==> src/rtl/busca_mem_if.sv <==
// Instruction-memory read bus between the fetch stage (master) and the memory (slave).
interface busca_mem_if #(
  parameter int LARGURA = 32
);
  logic               mem_req;
  logic [LARGURA-1:0] mem_end;
  logic               mem_ack;
  logic [LARGURA-1:0] mem_dado;

  modport master (output mem_req, output mem_end, input mem_ack, input mem_dado);
  modport slave  (input mem_req, input mem_end, output mem_ack, output mem_dado);
endinterface

==> src/rtl/busca_instrucao.sv <==
// Instruction fetch stage: issues one memory read per PC value, offers the word downstream,
// and holds the PC while a fetch is outstanding, after HLT, or after a memory timeout.
module busca_instrucao #(
  parameter int         LARGURA    = 32,
  parameter int         TIMEOUT    = 255,
  parameter logic [5:0] OPCODE_HLT = 6'b111111
) (
  input  logic               clock,
  input  logic               reseta,
  input  logic [LARGURA-1:0] endereco,
  input  logic               descarta,
  input  logic               consumidor_pronto,
  busca_mem_if.master        mem,
  output logic [LARGURA-1:0] instrucao,
  output logic               valida,
  output logic               halt,
  output logic               erro
);

  localparam int CW = (TIMEOUT < 1) ? 1 : $clog2(TIMEOUT + 1);

  typedef enum logic [2:0] {OCIOSO, ESPERA, ENTREGA, PARADO, ERRO} estado_t;

  estado_t            estado_q;
  logic [CW-1:0]      cont_q;
  logic [CW-1:0]      cont_d;
  logic               descarte_q;
  logic               mem_req_q;
  logic [LARGURA-1:0] mem_end_q;
  logic [LARGURA-1:0] instrucao_q;
  logic               valida_q;
  logic               erro_q;
  logic               eh_hlt;

  // NOTE: every signal below is assigned on every pass, so no latch can be inferred.
  always_comb begin
    cont_d = cont_q + 1'b1;
    eh_hlt = (instrucao_q[LARGURA-1 -: 6] == OPCODE_HLT);
    halt   = !((estado_q == ENTREGA) && consumidor_pronto && !descarta && !eh_hlt);
  end

  // NOTE: state and registered outputs use <= so every branch sees the pre-edge values.
  always_ff @(posedge clock) begin
    if (!reseta) begin
      estado_q    <= OCIOSO;
      cont_q      <= '0;
      descarte_q  <= 1'b0;
      mem_req_q   <= 1'b0;
      mem_end_q   <= '0;
      instrucao_q <= '0;
      valida_q    <= 1'b0;
      erro_q      <= 1'b0;
    end else begin
      case (estado_q)
        OCIOSO: begin
          // A jump this cycle means endereco is stale; wait for the new PC.
          if (!descarta) begin
            mem_end_q  <= endereco;
            mem_req_q  <= 1'b1;
            cont_q     <= '0;
            descarte_q <= 1'b0;
            estado_q   <= ESPERA;
          end
        end
        ESPERA: begin
          if (descarta) descarte_q <= 1'b1;
          if (mem.mem_ack) begin
            mem_req_q <= 1'b0;
            if (!descarte_q) begin
              instrucao_q <= mem.mem_dado;
              valida_q    <= 1'b1;
              estado_q    <= ENTREGA;
            end else begin
              estado_q <= OCIOSO;
            end
          end else begin
            cont_q <= cont_d;
            if (cont_d == CW'(TIMEOUT)) begin
              mem_req_q <= 1'b0;
              erro_q    <= 1'b1;
              estado_q  <= ERRO;
            end
          end
        end
        ENTREGA: begin
          if (descarta) begin
            valida_q <= 1'b0;
            estado_q <= OCIOSO;
          end else if (consumidor_pronto) begin
            valida_q <= 1'b0;
            estado_q <= eh_hlt ? PARADO : OCIOSO;
          end
        end
        PARADO: begin
          if (descarta) estado_q <= OCIOSO;
        end
        ERRO: begin
          erro_q <= 1'b1;
        end
        default: begin
          mem_req_q <= 1'b0;
          valida_q  <= 1'b0;
          estado_q  <= OCIOSO;
        end
      endcase
    end
  end

  assign mem.mem_req = mem_req_q;
  assign mem.mem_end = mem_end_q;
  assign instrucao   = instrucao_q;
  assign valida      = valida_q;
  assign erro        = erro_q;

endmodule
==> src/flat_wrapper.sv <==
// flat-port wrapper written by rule: the top's interface ports become plain ports
module busca_instrucao_flat 
#(
  parameter int         LARGURA    = 32,
  parameter int         TIMEOUT    = 255,
  parameter logic [5:0] OPCODE_HLT = 6'b111111
)
  (clock, reseta, endereco, descarta, consumidor_pronto, instrucao, valida, halt, erro, mem_mem_req, mem_mem_end, mem_mem_ack, mem_mem_dado);
  busca_mem_if #(.LARGURA(LARGURA)) mem_i ();
  input  logic clock;
  input  logic reseta;
  input  logic [LARGURA-1:0] endereco;
  input  logic descarta;
  input  logic consumidor_pronto;
  output logic [LARGURA-1:0] instrucao;
  output logic valida;
  output logic halt;
  output logic erro;
  output wire logic [$bits(mem_i.mem_req)-1:0] mem_mem_req;
  output wire logic [$bits(mem_i.mem_end)-1:0] mem_mem_end;
  input wire logic [$bits(mem_i.mem_ack)-1:0] mem_mem_ack;
  input wire logic [$bits(mem_i.mem_dado)-1:0] mem_mem_dado;
  assign mem_mem_req = mem_i.mem_req;
  assign mem_mem_end = mem_i.mem_end;
  assign mem_i.mem_ack = mem_mem_ack;
  assign mem_i.mem_dado = mem_mem_dado;
  busca_instrucao #(.LARGURA(LARGURA), .TIMEOUT(TIMEOUT), .OPCODE_HLT(OPCODE_HLT)) u_core (.clock(clock), .reseta(reseta), .endereco(endereco), .descarta(descarta), .consumidor_pronto(consumidor_pronto), .mem(mem_i), .instrucao(instrucao), .valida(valida), .halt(halt), .erro(erro));
endmodule
==> config.mk <==
export PLATFORM = sky130hd
export DESIGN_NAME = busca_instrucao_flat
export DESIGN_NICKNAME = d
export VERILOG_FILES = /design/src/rtl/busca_mem_if.sv /design/src/rtl/busca_instrucao.sv /design/src/flat_wrapper.sv
export SDC_FILE = /design/constraint.sdc
export NUM_CORES = 1
export LEC_CHECK = 0
export ABC_AREA = 1
export ABC_CLOCK_PERIOD_IN_PS = 2650
export CAP_MARGIN = 20
export CORE_MARGIN = 1.5
export CORE_UTILIZATION = 30
export CTS_CLUSTER_SIZE = 14
export DETAILED_ROUTE_END_ITERATION = 10
export PLACE_DENSITY = 0.7
export SLEW_MARGIN = 20
export SYNTH_ARGS = -nofsm -noshare
export SYNTH_HDL_FRONTEND = slang
export SYNTH_SLANG_ARGS = --single-unit
==> constraint.sdc <==
create_clock -name clock -period 2.65 [get_ports clock]
set_input_delay 0.3975 -clock clock [delete_from_list [all_inputs] [get_ports clock]]
set_output_delay 0.3975 -clock clock [all_outputs]
set_load 0.03 [all_outputs]
Word-level counts from Yosys, hierarchy flattened
Index checks and enable logic that the tools add are counted.
W data, S select, Z words.

word-level totals
  register bits after elaboration = 79
  output and inout bits = 68

cells by class
  add/subtract/negate cells = 1
  eq/ne operators = 15
  muxes and demuxes = 27
  bitwise operators = 5
  reductions and logical operators = 19

operator list
  cell                   count
  $mux W3                6
  $mux W8                2
  $pmux W8 S2            1
  $pmux W3 S5            1
  $reduce_and A3 Y1      5
  $ne A2 B2 Y1 const B   6
  $mux W1                11
  $add A8 B1 Y8 const B  1
  $eq A8 B8 Y1 const B   1
  $eq A3 B2 Y1 const B   2
  $eq A6 B6 Y1 const B   1
  $pmux W1 S3            2
  $reduce_or A3 Y1       2
  $not A1 Y1             5
  $reduce_and A5 Y1      1
  $mux W2                2
  $pmux W1 S2            2
  $reduce_and A4 Y1      1
  $reduce_bool A2 Y1     2
  $eq A3 B1 Y1 const B   1
  $eq A3 B3 Y1 const B   1
  $logic_and A1 B1 Y1    3
  $logic_not A1 Y1       3
  $logic_not A3 Y1       1
  4 further kinds        4

Longest topological paths before layout
  word-level depth = 5
  gate-level depth with buffers = 12
  depth with buffers taken out = 12

Worst setup path before layout
No wires, ideal clock.

  kind = flip-flop to flip-flop
  start = register u_core.cont_q[0]
  end = register u_core.estado_q[0]
  setup time = 0.115 ns
  arrival time = 1.385 ns
  data required time = 2.535 ns
  slack = 1.150 ns
  cell stages (with the launch flop) = 13
  cell sequence = dfxtp_1 ha_1 nand2_1 nor2_1 nand2_1 nand2_1 nand2_1 nor2_1 nand2_1 nand2_2 nand3_1 nand2_1 nor2_1

on the way
  word-level cells in the longest chain between the ends = 4

RTL lines
  element                             RTL line               RTL
  from (decl)                         busca_instrucao.sv:25  logic [CW-1:0] cont_q;
  from (signal assigned)              busca_instrucao.sv:77  cont_q <= cont_d;
  $add A8 B1 Y8                       busca_instrucao.sv:37  cont_d = cont_q + 1'b1;
  $eq A8 B8 Y1                        busca_instrucao.sv:78  if (cont_d == CW'(TIMEOUT)) begin
  $ne A3 B2 Y1 (no source line)       n/a
  $reduce_and A5 Y1 (no source line)  n/a
  to (signal assigned)                busca_instrucao.sv:91  estado_q <= eh_hlt ? PARADO : OCIOSO;
  to (decl)                           busca_instrucao.sv:24  estado_t estado_q;

Every way passes these cells.
A chain may end at the register's enable or synchronous reset.

Final worst setup path
  start = input port descarta
  end = output port halt

on the way
  word-level cells in the longest chain between the ends = 4

RTL lines
  element                           RTL line               RTL
  from (decl)                       flat_wrapper.sv:13     input logic descarta;
  $logic_not A1 Y1                  busca_instrucao.sv:39  halt = !((estado_q == ENTREGA) && consumidor_pronto && !descarta && !eh_hlt);
  $logic_and A1 B1 Y1 (2 in a row)  busca_instrucao.sv:39
  $logic_not A1 Y1                  busca_instrucao.sv:39
  to (decl)                         flat_wrapper.sv:17     output logic halt;

Every way passes these cells.

==> results.toml <==
[synthesis]
ff_latch_count_synth = 79
ys_warn_count = 0
post_synthesis_cell_type_with_the_largest_combined_area = "sky130_fd_sc_hd__dfxtp_1"
avgSynthCellArea_um2 = 7.43
synthDominantCellAreaShare_pct = 50.8
synth.yosys.seq_area_share_pct = 50.8
yosys.cell_types.count = 24
synth_nets = 490
synth.area.top_cells = "sky130_fd_sc_hd__dfxtp_1, sky130_fd_sc_hd__nand2_1, sky130_fd_sc_hd__nor2_1"
postSynthCellCount = 419
cell_area_after_synthesis_um2 = 3110

[final_layout]
multi_input_comb_area_um2 = 1320
register_area_um2 = 1580
filler_cell_count = 1015
nets = 623
syn2layout_area_growth_pct = 53.4
final_core_util_pct = 46.9
final_design_area_no_fill_um2 = 4780
num_antenna_cells = 0
drive_gt1_share_pct = 5.58

[worst_setup_path]
crit_path_end_kind = "primary output"
setup.worst_path.class = "in2out"
r2r_start = "u_core.cont_q[0]"
path_max_fanout = 4
worst_ep_arrival_time_ns = 1.89
ff2ff_path_depth = 12
slack_of_the_worst_reg_to_reg_path_ns = 0.88
worstSetupStartpoint = "descarta"
worstSetupStartpointType = "primary input"
required_ns = 2.25
timing.rr.end = "u_core.estado_q[0]"
setup.worst_path.end = "halt"

[floorplanning]
dieHeight_um = 105
chipWidth_um = 105
row_count = 37
fp.dieArea_um2 = 11000
core_um2 = 10200
initial_core_util_pct = 30.6
num_io_pins = 137

[drt]
drt_pre_antenna_iters = 5
route.detailed.wl_per_inst_um = 12.2
drt-total-wl_mm = 8.44
dr_total_vias = 3130
route.detailed.vias_per_inst = 4.52
drtAntennaViolNets = 0
drc = 0
first_iter_violations = 229

[global_routing]
number_of_global_route_vias_before_repair = 3082
grt.overflow.total = 0
grt_usage_pct = 15.6
grt_start_max_net_pins = 34
first_pass_grt_wire_length_mm = 13.9
grt_antenna_before_repair = 0

[run_status]
run_status = "complete, no violations"

[placed_design]
placement.io_buffers = 136
dp.final_hpwl_mm = 6.02
dp_slack_ns = 0.364
place_area_um2 = 4570
finalWeightedCongestion = 0.801

[timing]
timing.hold.ws_ns = 0.466
period_share_pct = 86.3
fin_tns_setup_ns = 0
achievable-frequency_ghz = 0.437
number_of_endpoints_with_negative_hold_slack_in_the_final_report = 0
final_max_slew_viol_count = 0
slew_headroom_pct = 60.5
setup_ws_ns = 0.362
worst_pin_slew_ns = 0.591
fin_skew_ns = 0.00937
final_period_minus_worst_setup_slack_ns = 2.29
total_of_endpoints_with_negative_setup_slack_in_the_final_report = 0
grt_setup_unrepaired = "no"

[run]
cap_viol_max_count = 0

[clocking]
cts_max_level = 3
tritoncts = "yes"
clockRootBuffer = "sky130_fd_sc_hd__clkbuf_8"
post_cts_resized = 0
numClockSinks = 79
number_of_cts_inserted_buffers = 9
cts_post_setup_buffers_inserted = 0
clock_input_transition_at_the_sequential_cells_of_the_worst_setup_and_hold_paths_ns = 0.07
clock_latency_ns = 0.35
holdBufCountCts = 0
maximum_buffer_depth_of_the_clock_tree = 2

[power_and_ir_drop]
total_leakage_power_nw = 1.84
worst_ir_drop_vdd_mv = 0.421
power.density_nw_per_um2 = 897

[worst_hold_path]
timing.hold.worst.class = "reg2reg"
layer usage:
metal	part of all wire, %	global-route usage, %	vias up
met5	0	0	-
met4	2.8	7.83	0
met3	7.0	5.61	18
met2	46	25.7	93
met1	44	17.7	1412
li1	-	-	1607
placed cells by master, fill, tap and decap left out, types with 2 or more instances in the layout:
master,netlist,final
sky130_fd_sc_hd__clkdlybuf4s50_1,0,136
sky130_fd_sc_hd__nand2_1,98,98
sky130_fd_sc_hd__nor2_1,81,81
sky130_fd_sc_hd__dfxtp_1,79,79
sky130_fd_sc_hd__a21oi_1,47,47
sky130_fd_sc_hd__o21ai_0,34,34
sky130_fd_sc_hd__inv_1,19,19
sky130_fd_sc_hd__nand3_1,18,18
sky130_fd_sc_hd__clkbuf_8,0,9
sky130_fd_sc_hd__buf_4,0,6
sky130_fd_sc_hd__inv_2,4,4
sky130_fd_sc_hd__nor3_1,3,3
sky130_fd_sc_hd__nand2_2,2,2
sky130_fd_sc_hd__nor2_4,2,2
sky130_fd_sc_hd__nand4_1,2,2
sky130_fd_sc_hd__ha_1,2,2
sky130_fd_sc_hd__bufinv_16,0,2
stage by stage:
stage                     total power [W]  instances
after floorplan                   0.00270        419
after global placement            0.00332        677
after detailed placement          0.00336        677
after CTS                         0.00434        692
after global routing              0.00455        692
final                             0.00428        692
cells in the mapped netlist:
cell and instances:
sky130_fd_sc_hd__a21oi_1 47, sky130_fd_sc_hd__ha_1 2, sky130_fd_sc_hd__nor2_1 81, sky130_fd_sc_hd__nand2_2 2, sky130_fd_sc_hd__nor2_4 2, sky130_fd_sc_hd__nor3b_1 1
sky130_fd_sc_hd__a211oi_1 1, sky130_fd_sc_hd__nor3_2 1, sky130_fd_sc_hd__buf_2 3, sky130_fd_sc_hd__nand3_1 18, sky130_fd_sc_hd__clkbuf_1 11, sky130_fd_sc_hd__inv_2 4
sky130_fd_sc_hd__buf_6 6, sky130_fd_sc_hd__nor3_4 1, sky130_fd_sc_hd__inv_1 19, sky130_fd_sc_hd__nor3_1 3, sky130_fd_sc_hd__nand3b_1 1, sky130_fd_sc_hd__dfxtp_1 79
sky130_fd_sc_hd__o21ai_0 34, sky130_fd_sc_hd__a21oi_2 1, sky130_fd_sc_hd__nand4_1 2, sky130_fd_sc_hd__nand2_1 98, sky130_fd_sc_hd__or2_0 1, sky130_fd_sc_hd__clkinv_1 1
power by group:
part           switching, W  internal [W]  total, W
Combinational       0.00108      0.000678   0.00176
Clock              0.000430      0.000529  0.000959
Sequential         0.000132       0.00143   0.00156
Total               0.00164       0.00264   0.00428
cell type report:
cell class,instances,share of cell area [%]
Tap cell,136,3.56
Clock buffer,10,2.67
Multi-Input combinational cell,296,27.6
Sequential cell,79,33.1
Inverter,24,1.89
Clock inverter,5,1.73
Timing Repair Buffer,142,29.4
critical path, stage by stage:
cell,delay [ns]
sky130_fd_sc_hd__clkdlybuf4s50_1,0.50
sky130_fd_sc_hd__inv_1,0.10
sky130_fd_sc_hd__nand3_1,0.10
sky130_fd_sc_hd__nand3b_1,0.11
sky130_fd_sc_hd__clkdlybuf4s50_1,0.68
flip-flops by register name, summed over array words and instances, names as in the netlist:
signal / count
u_core.cont_q: 8
u_core.descarte_q: 1
u_core.erro: 1
u_core.estado_q: 3
u_core.instrucao: 32
u_core.mem.mem_end: 32
u_core.mem.mem_req: 1
u_core.valida: 1
cells by family (layout without fill, tap and decap cells):
group                      after synthesis  in the layout  synth area share, %
buffers and inverters                   44            181                 6.87
AOI/OAI and AO/OA                       83             83                 13.5
DFF                                     79             79                 50.8
adders and majority gates                2              2                0.803
and+or+nand+nor                        211            211                 28.0
worst min path at each step:
stage / endpoint / from / cells past startpoint / slack (ns)
floorplan: u_core.estado_q[0] / u_core.estado_q[0] / 2 / 0.45
global placement: u_core.mem.mem_end[16] / u_core.mem.mem_end[16] / 2 / 0.45
detailed placement: u_core.mem.mem_end[28] / u_core.mem.mem_end[28] / 2 / 0.46
CTS: u_core.mem.mem_end[30] / u_core.mem.mem_end[30] / 2 / 0.47
global route: u_core.mem.mem_end[30] / u_core.mem.mem_end[30] / 2 / 0.48
finish: u_core.mem.mem_end[30] / u_core.mem.mem_end[30] / 2 / 0.47
Power figures use the tool's default switching activity.
==> patch: new RTL, same flow settings <==
`TIMEOUT` is set to 255 in 2 places; all go to 510.
--- a/src/rtl/busca_instrucao.sv
+++ b/src/rtl/busca_instrucao.sv
@@ -2,7 +2,7 @@
 // and holds the PC while a fetch is outstanding, after HLT, or after a memory timeout.
 module busca_instrucao #(
   parameter int         LARGURA    = 32,
-  parameter int         TIMEOUT    = 255,
+  parameter int         TIMEOUT    = 510,
   parameter logic [5:0] OPCODE_HLT = 6'b111111
 ) (
   input  logic               clock,
--- a/src/flat_wrapper.sv
+++ b/src/flat_wrapper.sv
@@ -2,7 +2,7 @@
 module busca_instrucao_flat 
 #(
   parameter int         LARGURA    = 32,
-  parameter int         TIMEOUT    = 255,
+  parameter int         TIMEOUT    = 510,
   parameter logic [5:0] OPCODE_HLT = 6'b111111
 )
   (clock, reseta, endereco, descarta, consumidor_pronto, instrucao, valida, halt, erro, mem_mem_req, mem_mem_end, mem_mem_ack, mem_mem_dado);
Formal check against the unedited RTL: same outputs for any inputs over 10 cycles, from zero or initial values and one cycle with reseta low; that may be too few to reach the edited logic, so the function may still have changed.
==> patch against the unedited design <==
Count of clock-buffer cells in the layout down 1; final area grew 1.2%; setup slack worse by 0.053 ns; register-to-register slack worse by 0.05 ns; sequential cell count is 1 higher; utilization is 0.074 points lower; synthesized area grew 2.6%; total power increased by 11%; wire length up 3.7%.
==> patch: results (changes against the unedited design) <==
Final Wtd Congestion 0.872 (+8.9%); Flop+latch power 0.00170 W (+9%); setup slack after placement 0.333 ns (-0.0311 ns); met3 WL 935 µm (+59%); latest clock arrival within the worst-skew pair 0.35 ns (about the same); top sig layer met4; first-pass GRT wire length 14.6 mm (+5.4%); setup repair bufs after CTS 0 (unchanged); Worst path slowest cell clkdlybuf4s50_1; Synth cell types 28 (+17%); vias 3221 (+2.9%); register area share after synthesis 50.1% (-0.65 points); worst vdd ir 0.000569 V (+35%); ys async rst share 0% (unchanged); GR Util met2 24.7% (-1.0 points); met3 Resource Use GR 7.05% (+1.4 points); layout cells sized above 1 7.09% (+1.5 points); CP max stage delay 0.70 ns (+0.02 ns); worst-path maximum fanout 5 (+1); Fill cells 1007 (-0.79%); FF-to-FF Start u_core.cont_q[0]; CTS clock-pin slew for the worst setup and hold paths 0.08 ns; CTS max path bufs 2 (unchanged); clk_skew 0.0122 ns (+0.00282 ns); Initial DRC Count 133 (-42%); Total GRT Usage 16.1% (+0.51 points); P_sw 0.00191 W (+16%); Post-Syn Nets 501 (+2.2%); largest net degree at the start of global routing 40 (+18%); Clk pwr share 20.4% (-2.0 points); initial antenna violation count 0 (unchanged); post-DR wirelength/cell 12.5 µm (+2.6%); top cells by count, synth nor2_1 (138), dfxtp_1 (80), o21ai_0 (58); min-delay worst type in2reg; leakage 1.90 nW (+3.5%); synth top area cells dfxtp_1 (50%), nor2_1 (16%), o21ai_0 (9.1%); vias in the first global route 3148 (+2.1%); WP data arrival 1.94 ns (+0.05 ns); Num CTS Buffers 9 (unchanged); status finished, final reports clean; Worst-Margin Slew 0.476 ns (-0.115 ns); met1 Use GR 19.2% (+1.5 points); met2 WL 3.92 mm (about the same); Inserted Diodes 0 (unchanged); CP Launch Point descarta; first-pass detailed-route iteration total 4 (-1); hpwl dp 6.16 mm (+2.3%); routed length on met1 3.76 mm (+1.5%); HP Start reseta; NumNets Final 631 (+1.3%); switching share of power 40.1% (+1.7 points); Root Driver clkbuf_8
==> patch: cell families after synthesis <==
kind of cell,after synthesis,share of synthesized area [%]
adders and majority gates,2,0.783
buffers and inverters,46,7.05
xor gates and xnor gates,1,0.274
AOI/OAI and AO/OA,84,13.6
and+or+nand+nor,217,28.2
DFF,80,50.1
==> patch: metrics by stage <==
step	utilization (%)	cell area, µm²	std cells
finish	46.8	4830	700
global route	46.8	4830	700
CTS	46.8	4830	700
detailed placement	44.8	4630	685
global placement	44.8	4630	685
floorplan	-	3190	430
==> patch: path summary, 6_finish.rpt <==
check	endpoint	slack, ns	cells past startpoint
worst max-delay path	halt	0.31	5
worst min-delay path	u_core.instrucao[10]	0.42	3
worst max register to register	u_core.estado_q[0]	0.83	11
worst min register to register	u_core.erro	0.45	2
==> patch: final cells by class <==
type                       instances  share of cell area, %
clock buffer                       9                   2.56
tap                              136                   3.52
timing repair buffer             141                   28.8
inverter                          24                   1.92
sequential                        80                   33.1
clock inverter                     6                   1.76
multi-input combinational        304                   28.3
